### config.mk
export PLATFORM = sky130hd
export DESIGN_NAME = cu_loopback_selftest
export DESIGN_NICKNAME = d
export VERILOG_FILES = /design/src/rtl/cu_loopback_selftest.sv
export SDC_FILE = /design/constraint.sdc
export NUM_CORES = 1
export LEC_CHECK = 0
export ABC_CLOCK_PERIOD_IN_PS = 5000
export CAP_MARGIN = 20
export CORE_MARGIN = 4
export CORE_UTILIZATION = 50
export CTS_CLUSTER_DIAMETER = 150
export DETAILED_ROUTE_END_ITERATION = 16
export PLACE_DENSITY_LB_ADDON = 0.1
export SYNTH_ARGS = -nofsm -noshare
export SYNTH_HDL_FRONTEND = slang
export SYNTH_SLANG_ARGS = --single-unit
### constraint.sdc
create_clock -name clk -period 5 [get_ports clk]
set_input_delay 0.5 -clock clk [delete_from_list [all_inputs] [get_ports clk]]
set_output_delay 0.5 -clock clk [all_outputs]
set_load 0.005 [all_outputs]
### src/rtl/cu_loopback_selftest.sv
// rtl/cu_loopback_selftest.sv - walking-1/walking-0 loopback self-test sequencer
//
// Purpose:
//   Drives walking-1 then walking-0 patterns onto WIDTH leg pins and checks
//   each one back through an external loopback. A cycle watchdog bounds the
//   run. The result is reported as pass, fail or timeout.
//
// Optional feature macro: SELFTEST_UART_EN
//   When defined, one status byte ('P', 'F' or 'T') is sent as 8N1 on uart_tx
//   each time a result state is entered. When undefined, uart_tx is tied high.
//
// Ports:
//   clk        in   system clock, rising edge
//   rst_n      in   asynchronous active-low reset
//   start      in   one-cycle pulse, accepted only when not busy
//   hold       in   freezes the settle counter while in DRIVE
//   leg_in     in   looped-back pins, asynchronous to clk
//   leg_out    out  pattern drive
//   leg_oe     out  high while a run is active
//   busy       out  high from start acceptance until a result state
//   done       out  high in PASS, FAIL or TOUT
//   pass       out  high only in PASS
//   fail_idx   out  pattern index of the first mismatch
//   fail_data  out  synchronised leg_in captured at the first mismatch
//   uart_tx    out  status serial line, idle high
module cu_loopback_selftest #(
  parameter int WIDTH          = 8,
  parameter int SETTLE_CYCLES  = 4,
  parameter int TIMEOUT_CYCLES = 1000000,
  parameter int CLK_HZ         = 100000000,
  parameter int BAUD           = 1000000
) (
  input  logic                       clk,
  input  logic                       rst_n,
  input  logic                       start,
  input  logic                       hold,
  input  logic [WIDTH-1:0]           leg_in,
  output logic [WIDTH-1:0]           leg_out,
  output logic                       leg_oe,
  output logic                       busy,
  output logic                       done,
  output logic                       pass,
  output logic [$clog2(2*WIDTH)-1:0] fail_idx,
  output logic [WIDTH-1:0]           fail_data,
  output logic                       uart_tx
);

  localparam int NPAT  = 2 * WIDTH;
  localparam int IDX_W = $clog2(NPAT);
  localparam int SET_W = $clog2(SETTLE_CYCLES);
  localparam int WD_W  = $clog2(TIMEOUT_CYCLES + 1);
  localparam logic [IDX_W-1:0] LAST_IDX = IDX_W'(NPAT - 1);
  localparam logic [SET_W-1:0] SET_LAST = SET_W'(SETTLE_CYCLES - 1);
  localparam logic [WD_W-1:0]  WD_LAST  = WD_W'(TIMEOUT_CYCLES - 1);

  typedef enum logic [2:0] {
    S_IDLE, S_DRIVE, S_CHECK, S_PASS, S_FAIL, S_TOUT
  } state_t;

  state_t             state_q, state_d;
  logic [IDX_W-1:0]   idx_q, idx_d;
  logic [SET_W-1:0]   settle_q, settle_d;
  logic [WD_W-1:0]    wdog_q, wdog_d;
  logic [IDX_W-1:0]   fail_idx_q, fail_idx_d;
  logic [WIDTH-1:0]   fail_data_q, fail_data_d;
  logic [WIDTH-1:0]   leg_meta_q, leg_meta_d;
  logic [WIDTH-1:0]   leg_sync_q, leg_sync_d;
  logic               busy_w;

  // Indices below WIDTH walk a one, the upper half walks a zero.
  function automatic logic [WIDTH-1:0] pattern(input logic [IDX_W-1:0] k);
    logic [WIDTH-1:0] one_hot;
    if (k < IDX_W'(WIDTH)) begin
      one_hot = WIDTH'(1) << k;
      pattern = one_hot;
    end else begin
      one_hot = WIDTH'(1) << (k - IDX_W'(WIDTH));
      pattern = ~one_hot;
    end
  endfunction

  assign busy_w = (state_q == S_DRIVE) || (state_q == S_CHECK);

  // State register
  always_ff @(posedge clk or negedge rst_n) begin
    if (!rst_n) begin
      state_q     <= S_IDLE;
      idx_q       <= '0;
      settle_q    <= '0;
      wdog_q      <= '0;
      fail_idx_q  <= '0;
      fail_data_q <= '0;
      leg_meta_q  <= '0;
      leg_sync_q  <= '0;
    end else begin
      state_q     <= state_d;
      idx_q       <= idx_d;
      settle_q    <= settle_d;
      wdog_q      <= wdog_d;
      fail_idx_q  <= fail_idx_d;
      fail_data_q <= fail_data_d;
      leg_meta_q  <= leg_meta_d;
      leg_sync_q  <= leg_sync_d;
    end
  end

  // Next-state logic
  always_comb begin
    state_d     = state_q;
    idx_d       = idx_q;
    settle_d    = settle_q;
    wdog_d      = wdog_q;
    fail_idx_d  = fail_idx_q;
    fail_data_d = fail_data_q;
    leg_meta_d  = leg_in;
    leg_sync_d  = leg_meta_q;

    // Watchdog saturates on its last count, so it can never wrap.
    if (busy_w && (wdog_q != WD_LAST)) begin
      wdog_d = wdog_q + WD_W'(1);
    end

    // Timeout is tested first so it overrides a CHECK verdict on the same cycle.
    if (busy_w && (wdog_q == WD_LAST)) begin
      state_d = S_TOUT;
    end else begin
      case (state_q)
        S_DRIVE: begin
          if (!hold) begin
            if (settle_q == SET_LAST) begin
              settle_d = '0;
              state_d  = S_CHECK;
            end else begin
              settle_d = settle_q + SET_W'(1);
            end
          end
        end
        S_CHECK: begin
          if (leg_sync_q != pattern(idx_q)) begin
            state_d     = S_FAIL;
            fail_idx_d  = idx_q;
            fail_data_d = leg_sync_q;
          end else if (idx_q == LAST_IDX) begin
            state_d = S_PASS;
          end else begin
            idx_d   = idx_q + IDX_W'(1);
            state_d = S_DRIVE;
          end
        end
        default: begin
          // IDLE and the three result states all accept a fresh run.
          if (start) begin
            state_d     = S_DRIVE;
            idx_d       = '0;
            settle_d    = '0;
            wdog_d      = '0;
            fail_idx_d  = '0;
            fail_data_d = '0;
          end
        end
      endcase
    end
  end

  // Output logic
  always_comb begin
    busy      = busy_w;
    leg_oe    = busy_w;
    leg_out   = busy_w ? pattern(idx_q) : '0;
    done      = (state_q == S_PASS) || (state_q == S_FAIL) || (state_q == S_TOUT);
    pass      = (state_q == S_PASS);
    fail_idx  = fail_idx_q;
    fail_data = fail_data_q;
  end

`ifdef SELFTEST_UART_EN
  localparam int BIT_CYC = (CLK_HZ / BAUD < 1) ? 1 : CLK_HZ / BAUD;
  localparam int BAUD_W  = $clog2(BIT_CYC + 1);
  localparam logic [BAUD_W-1:0] BAUD_LAST = BAUD_W'(BIT_CYC - 1);

  logic [9:0]        tx_shift_q, tx_shift_d;
  logic [3:0]        tx_bits_q, tx_bits_d;
  logic [BAUD_W-1:0] tx_baud_q, tx_baud_d;
  logic              result_entry;
  logic [7:0]        tx_byte;

  always_ff @(posedge clk or negedge rst_n) begin
    if (!rst_n) begin
      tx_shift_q <= '1;
      tx_bits_q  <= '0;
      tx_baud_q  <= '0;
    end else begin
      tx_shift_q <= tx_shift_d;
      tx_bits_q  <= tx_bits_d;
      tx_baud_q  <= tx_baud_d;
    end
  end

  // A frame in flight always completes; a result entered meanwhile is not sent.
  always_comb begin
    result_entry = busy_w &&
                   ((state_d == S_PASS) || (state_d == S_FAIL) || (state_d == S_TOUT));
    tx_byte      = (state_d == S_PASS) ? 8'h50 : (state_d == S_FAIL) ? 8'h46 : 8'h54;
    tx_shift_d   = tx_shift_q;
    tx_bits_d    = tx_bits_q;
    tx_baud_d    = tx_baud_q;
    if (tx_bits_q != 4'd0) begin
      if (tx_baud_q == BAUD_LAST) begin
        tx_baud_d  = '0;
        tx_shift_d = {1'b1, tx_shift_q[9:1]};
        tx_bits_d  = tx_bits_q - 4'd1;
      end else begin
        tx_baud_d = tx_baud_q + BAUD_W'(1);
      end
    end else if (result_entry) begin
      tx_shift_d = {1'b1, tx_byte, 1'b0};
      tx_bits_d  = 4'd10;
      tx_baud_d  = '0;
    end
  end

  assign uart_tx = (tx_bits_q != 4'd0) ? tx_shift_q[0] : 1'b1;
`else
  // Keeps the baud parameters referenced when the UART is compiled out.
  localparam int BIT_CYC = CLK_HZ / BAUD;
  assign uart_tx = 1'b1 | (BIT_CYC == 0);
`endif

endmodule
==> metrics, run 1 <==
number of diodes=0; gp weighted congestion=roughly 0.85; # DRC=0; Final Critical Period=just over 3 ns; number of DRC markers in iteration 0=108; Placed Cells incl. Taps=just over 400; slowest CP cell=dfrtp_1; Core Area=5886 sq um; area grow syn2layout=18.58%; VDD IR max=0.3004 mV; pin count of the biggest net entering global routing=58; initial antenna violation count=0; CP required=between 5 and 6 ns; HP Class=in2async; top-level I/O count=37; Hold Violations, Final=0; crit path capture type=register; setup repair bufs after CTS=0; clock root buffer=clkbuf_8; Clock H-tree levels=3; gr usage total=0.1886; relative slew slack=0.2594; post-synthesis instance total=311; setup TNS=0 ns; per-cell routed wire length=14.63 um; worst hold slack=0.2871 ns; layout cell share with drive strength beyond 1=0.06609; Syn Area/Cell=9.720 sq um; Arr. time, crit path=approximately 3.3 ns; detailed placement HPWL=between 4000 and 5000 um; outcome=completed; Final #Nets=roughly 360; max cap viols=0; yosys synthesis warning count=0; crit start category=register; CP delay by family, top=compound AO/OA/AOI/OAI gates; R2R Setup Slk=roughly 1.9 ns; Longest Clk Path Bufs=2; leakage=around 1.5 nW; Die X=around 86 um; vias in the first global route=about 2,300; FILL cells=510; Top FF cell, synth=dfrtp_1; number of synthesized flops with an enable pin=0; Setup violations, final=0; Avg Vias per Cell=approximately 5.6; TritonCTS clock tree=built; Die Span Y=about 86 um; count of cell types in the netlist=53; Rows=28; Clock transition at path regs=~0.070 ns; maximum clock frequency=326.3 MHz; clk_skew=between 0.008 and 0.009 ns; Skew-Pair Late Insertion Delay=about 0.33 ns; Async SR Flop Fraction=1.000; sequential share of the synthesized area=0.4719; number of synthesized register bits=between 50 and 60; Buf/Inv on CP=0; Crit Path Category=reg2reg; fin crit share=0.6130; crit-path cells=xnor2_1, and4b_1, o32ai_1, or4_4, o211ai_1, a22o_1; commonest cells after routing, fill and taps aside=57 x dfrtp_1, 36 x nor2_1, 34 x clkdlybuf4s50_1; Final Non-Filler Cells=about 420; first-pass GRT wire length=~11,000 um; drt first pass iters=4; die area=about 7400 sq um; vias=approximately 2,400; cell area after synthesis=around 3000 sq um; Starting Density=0.5136; Detail Route Antenna Nets=0; # hold bufs at CTS=0; clock sinks=57; crit-path max FO=31; Pins Over Slew Limit=0; PortBufs=35; CTS buffer count=9; worst slew pin tran=1.106 ns; pwr dens=522.3 nW/um^2; most common cell after layout, fill and taps aside=dfrtp_1; RSZ-0062 raised after global routing=no; CTS-repair resized insts=0; Syn Nets=~330; delay of the slowest cell on the worst path=slightly below 1 ns; Post-Route WL=slightly above 6000 um; total gr overflow=0
cells in the mapped netlist, drive strengths merged (3+ instances only):
| cell | n | area share |
|---|---|---|
| a22o | 14 | 0.041 |
| mux2i | 5 | 0.017 |
| nor3 | 12 | 0.020 |
| or4 | 4 | 0.011 |
| buf | 9 | 0.022 |
| nor2 | 36 | 0.045 |
| and3 | 6 | 0.012 |
| nor4 | 5 | 0.010 |
| ha | 8 | 0.033 |
| xor2 | 9 | 0.026 |
| nor3b | 3 | 0.0074 |
| nor2b | 4 | 0.0083 |
| dfrtp | 57 | 0.47 |
| o21ai | 9 | 0.015 |
| or3 | 11 | 0.023 |
| nand2 | 18 | 0.022 |
| inv | 11 | 0.014 |
| a21oi | 10 | 0.017 |
| xnor2 | 18 | 0.052 |
| nand3 | 18 | 0.030 |
| nand4 | 7 | 0.014 |
| clkbuf | 7 | 0.0091 |
cells by family (layout without fill, tap and decap cells):
logic type	Yosys count	after routing	synth area share
other	1	1	0.001241
xor gates and xnor gates	27	27	0.07823
and+or+nand+nor	136	136	0.2347
buffers and inverters	28	65	0.04635
DFF	57	57	0.4719
AOI/OAI and AO/OA	49	49	0.1180
muxes	5	5	0.01656
adders and majority gates	8	8	0.03311
report_power, final:
group	switching, mW	leakage [nW]	internal, mW	total [mW]
clock	0.174	0.102	0.253	0.427
combinational	0.381	0.690	0.418	0.799
sequential	0.113	0.738	0.533	0.646
registers in the layout, summed over array words and instances, names as in the netlist:
| register | cells |
|---|---|
| settle_q | 2 |
| fail_idx | 4 |
| idx_q | 4 |
| leg_meta_q | 8 |
| wdog_q | 20 |
| leg_sync_q | 8 |
| state_q | 3 |
| fail_data | 8 |
layer usage:
metal	part of all wire	global-route usage	up-vias
met4	0.017	0.08201	0
met5	0	0	-
met1	0.50	0.2658	1143
li1	-	-	1167
met3	0.043	0.04515	9
met2	0.44	0.2775	51
final timing paths:
path,endpoint,from,depth (start not counted)
max,fail_idx[1],idx_q[3],6
min,leg_meta_q[4],rst_n,2
max reg2reg,fail_idx[1],idx_q[3],6
min reg2reg,leg_sync_q[6],leg_meta_q[6],0
max in group asynchronous,settle_q[1],rst_n,2
min in group clk,leg_sync_q[6],leg_meta_q[6],0
cell type report:
type | instances | area (sq um) | share of cell area
inverters | 12 | 45.04 | 0.01257
clock buffers | 12 | 155.1 | 0.04328
repair buffers | 38 | 367.9 | 0.1026
multi-input cells | 226 | 1456 | 0.4063
clock inverters | 3 | 40.04 | 0.01117
well taps | 75 | 93.84 | 0.02618
flip-flops and latches | 57 | 1426 | 0.3979
per-stage QoR:
stage | instance area, sq um | util | power, mW | setup slack [ns]
6_report | 3585 | 0.6091 | 1.872 | 1.935
5_1_grt | 3585 | 0.6091 | 2.019 | 1.679
4_1_cts | 3585 | 0.6091 | 1.888 | 1.952
3_5_place_dp | 3390 | 0.5759 | 1.458 | 1.961
3_3_place_gp | 3390 | 0.5759 | 1.443 | 2.067
2_1_floorplan | 3023 | - | 1.119 | 2.461
worst register-to-register path, cell delays in order, from the launching register on:
cell and delay [ns]:
dfrtp_1 0.97, xnor2_1 0.20, and4b_1 0.23, o32ai_1 0.43, or4_4 0.28, o211ai_1 0.44
a22o_1 0.40
(Power assumes the default switching activity.)
==> run 2, diff against run 1 <==
- ABC_CLOCK_PERIOD_IN_PS: 5000 -> 3000
- clock period: 5 -> 3 ns (I/O delays scaled with it)
==> metrics, run 2 (synthesis results as in run 1) <==
Crit Path Category=reg2reg (unchanged); Rows=28 (unchanged); CTS-repair resized insts=0 (unchanged); PortBufs=35 (unchanged); number of diodes=0 (unchanged); VDD IR max=0.5517 mV (was 0.3004 mV); clk_skew=0.005774 ns (was 0.008047 ns); CP required=3.28 ns (was 5.22 ns); number of DRC markers in iteration 0=183 (was 108); Arr. time, crit path=2.99 ns (was 3.28 ns); Hold Violations, Final=0 (unchanged); area occupied by multi-input gates=1456 sq um (unchanged); total gr overflow=0 (unchanged); outcome=completed (unchanged); clock sinks=57 (unchanged); Finished Cell Area=3662 sq um (was 3585 sq um); # DRC=0 (unchanged); slowest CP cell=or4_4 (was dfrtp_1); clock root buffer=clkbuf_8 (unchanged); per-cell routed wire length=15.06 um (was 14.63 um); worst setup margin=0.2870 ns (was 1.935 ns); # hold bufs at CTS=0 (unchanged); Placed Cells incl. Taps=412 (was 408); Pins Over Slew Limit=0 (unchanged); vias=2,405 (was 2,370); Post-Route WL=6444 um (was 6190 um); RSZ-0062 raised after global routing=no (unchanged); initial antenna violation count=0 (unchanged); leakage=1.573 nW (was 1.531 nW); Crit path top cell by count=ha_1; first-pass GRT wire length=10,860 um (was 10,940 um); Die X=85.76 um (unchanged); FILL cells=476 (was 510); RR Endpoint=idx_q[2] (was fail_idx[1]); Detail Route Antenna Nets=0 (unchanged); Final #Nets=368 (was 364); delay of the slowest cell on the worst path=0.61 ns (was 0.97 ns); area grow syn2layout=21.15% (was 18.58%); crit start category=register (unchanged); Biggest register=wdog_q (unchanged); CP delay by family, top=simple AND/OR/NAND/NOR gates (was compound AO/OA/AOI/OAI gates); Post-DP Area=3420 sq um (was 3390 sq um); vias in the first global route=2,271 (was 2,289); gp weighted congestion=0.8221 (was 0.8488); pwr dens=908.1 nW/um^2 (was 522.3 nW/um^2); Skew-Pair Late Insertion Delay=0.34 ns (was 0.33 ns); Clock H-tree levels=3 (unchanged); setup repair bufs after CTS=0 (unchanged); Avg Vias per Cell=5.619 (was 5.603); layout cell share with drive strength beyond 1=0.08215 (was 0.06609); max FFs per register=20 (unchanged); most common cell after layout, fill and taps aside=dfrtp_1 (unchanged); relative slew slack=0.4821 (was 0.2594); Clock transition at path regs=0.07 ns (about the same); CTS buffer count=9 (unchanged); Die Span Y=85.76 um (unchanged); register area=1426 sq um (unchanged); pin count of the biggest net entering global routing=36 (was 58); detailed placement HPWL=4513 um (was 4320 um); Buf/Inv on CP=0 (unchanged); maximum clock frequency=368.6 MHz (was 326.3 MHz); Starting Density=0.5136 (unchanged); drt first pass iters=4 (unchanged); top-level I/O count=37 (unchanged); die area=7354 sq um (unchanged); R2R depth=8 (was 6); crit path capture type=register (unchanged); R2R Setup Slk=0.29 ns (was 1.94 ns); TritonCTS clock tree=built (unchanged); Reg2Reg Launch Point=idx_q[1] (was idx_q[3]); Final Critical Period=2.713 ns (was 3.065 ns); HP Class=in2async (unchanged); fin crit share=0.9043 (was 0.6130); commonest cells after routing, fill and taps aside=57 x dfrtp_1, 36 x nor2_1, 34 x clkdlybuf4s50_1 (unchanged); Core Area=5886 sq um (unchanged); crit-path cells=ha_1, ha_1, xor2_1, and3_1, o32ai_1, or4_4, or4_1, nand3_1 (was xnor2_1, and4b_1, o32ai_1, or4_4, o211ai_1, a22o_1); setup TNS=0 ns (unchanged); Longest Clk Path Bufs=2 (unchanged); Setup violations, final=0 (unchanged); Final Non-Filler Cells=428 (was 423); dpl ws=0.3295 ns (was 1.961 ns); max cap viols=0 (unchanged); worst slew pin tran=0.7768 ns (was 1.106 ns); gr usage total=0.1894 (was 0.1886); crit-path max FO=11 (was 31)
## run 2: cell count changes in the layout (fill, tap and decap cells not counted), sizes merged
cell / change
bufinv: +2
clkinv: +1
buf: +4
clkbuf: -2
## run 2: routing by layer
layer	part of all wire	GRT usage
met5	0	0
met4	0.016	0.07338
met3	0.052	0.05091
met2	0.46	0.2888
met1	0.47	0.2584
## run 2: through the flow
step           utilization  power [mW]  hold slack (ns)
5_1_grt             0.6222       3.559          0.08386
4_1_cts             0.6222       3.356          0.05955
6_report            0.6222       3.326          0.03473
3_5_place_dp        0.5810       2.466           0.3362
3_3_place_gp        0.5810       2.441           0.3334
2_1_floorplan            -       1.866         0.004409
## run 2: layout make-up
class,count,area share
well taps,75,0.02562
inverters,12,0.01230
flip-flops and latches,57,0.3895
clock inverters,6,0.02870
repair buffers,42,0.1086
clock buffers,10,0.03758
multi-input cells,226,0.3977
## run 2: power by group
part | total (mW) | internal [mW] | switching (mW) | leakage (nW)
combinational | 1.40 | 0.721 | 0.681 | 0.708
sequential | 1.05 | 0.890 | 0.161 | 0.738
clock | 0.873 | 0.569 | 0.303 | 0.126
## run 2: how the worst max path moves through the flow
stage	to	startpoint	slack, ns	cells past startpoint
global placement	idx_q[2]	idx_q[1]	0.44	8
global route	idx_q[2]	idx_q[2]	0.16	8
floorplan	idx_q[2]	idx_q[1]	0.46	9
detailed placement	idx_q[2]	idx_q[1]	0.33	8
CTS	idx_q[2]	idx_q[1]	0.31	8
finish	idx_q[2]	idx_q[1]	0.29	8
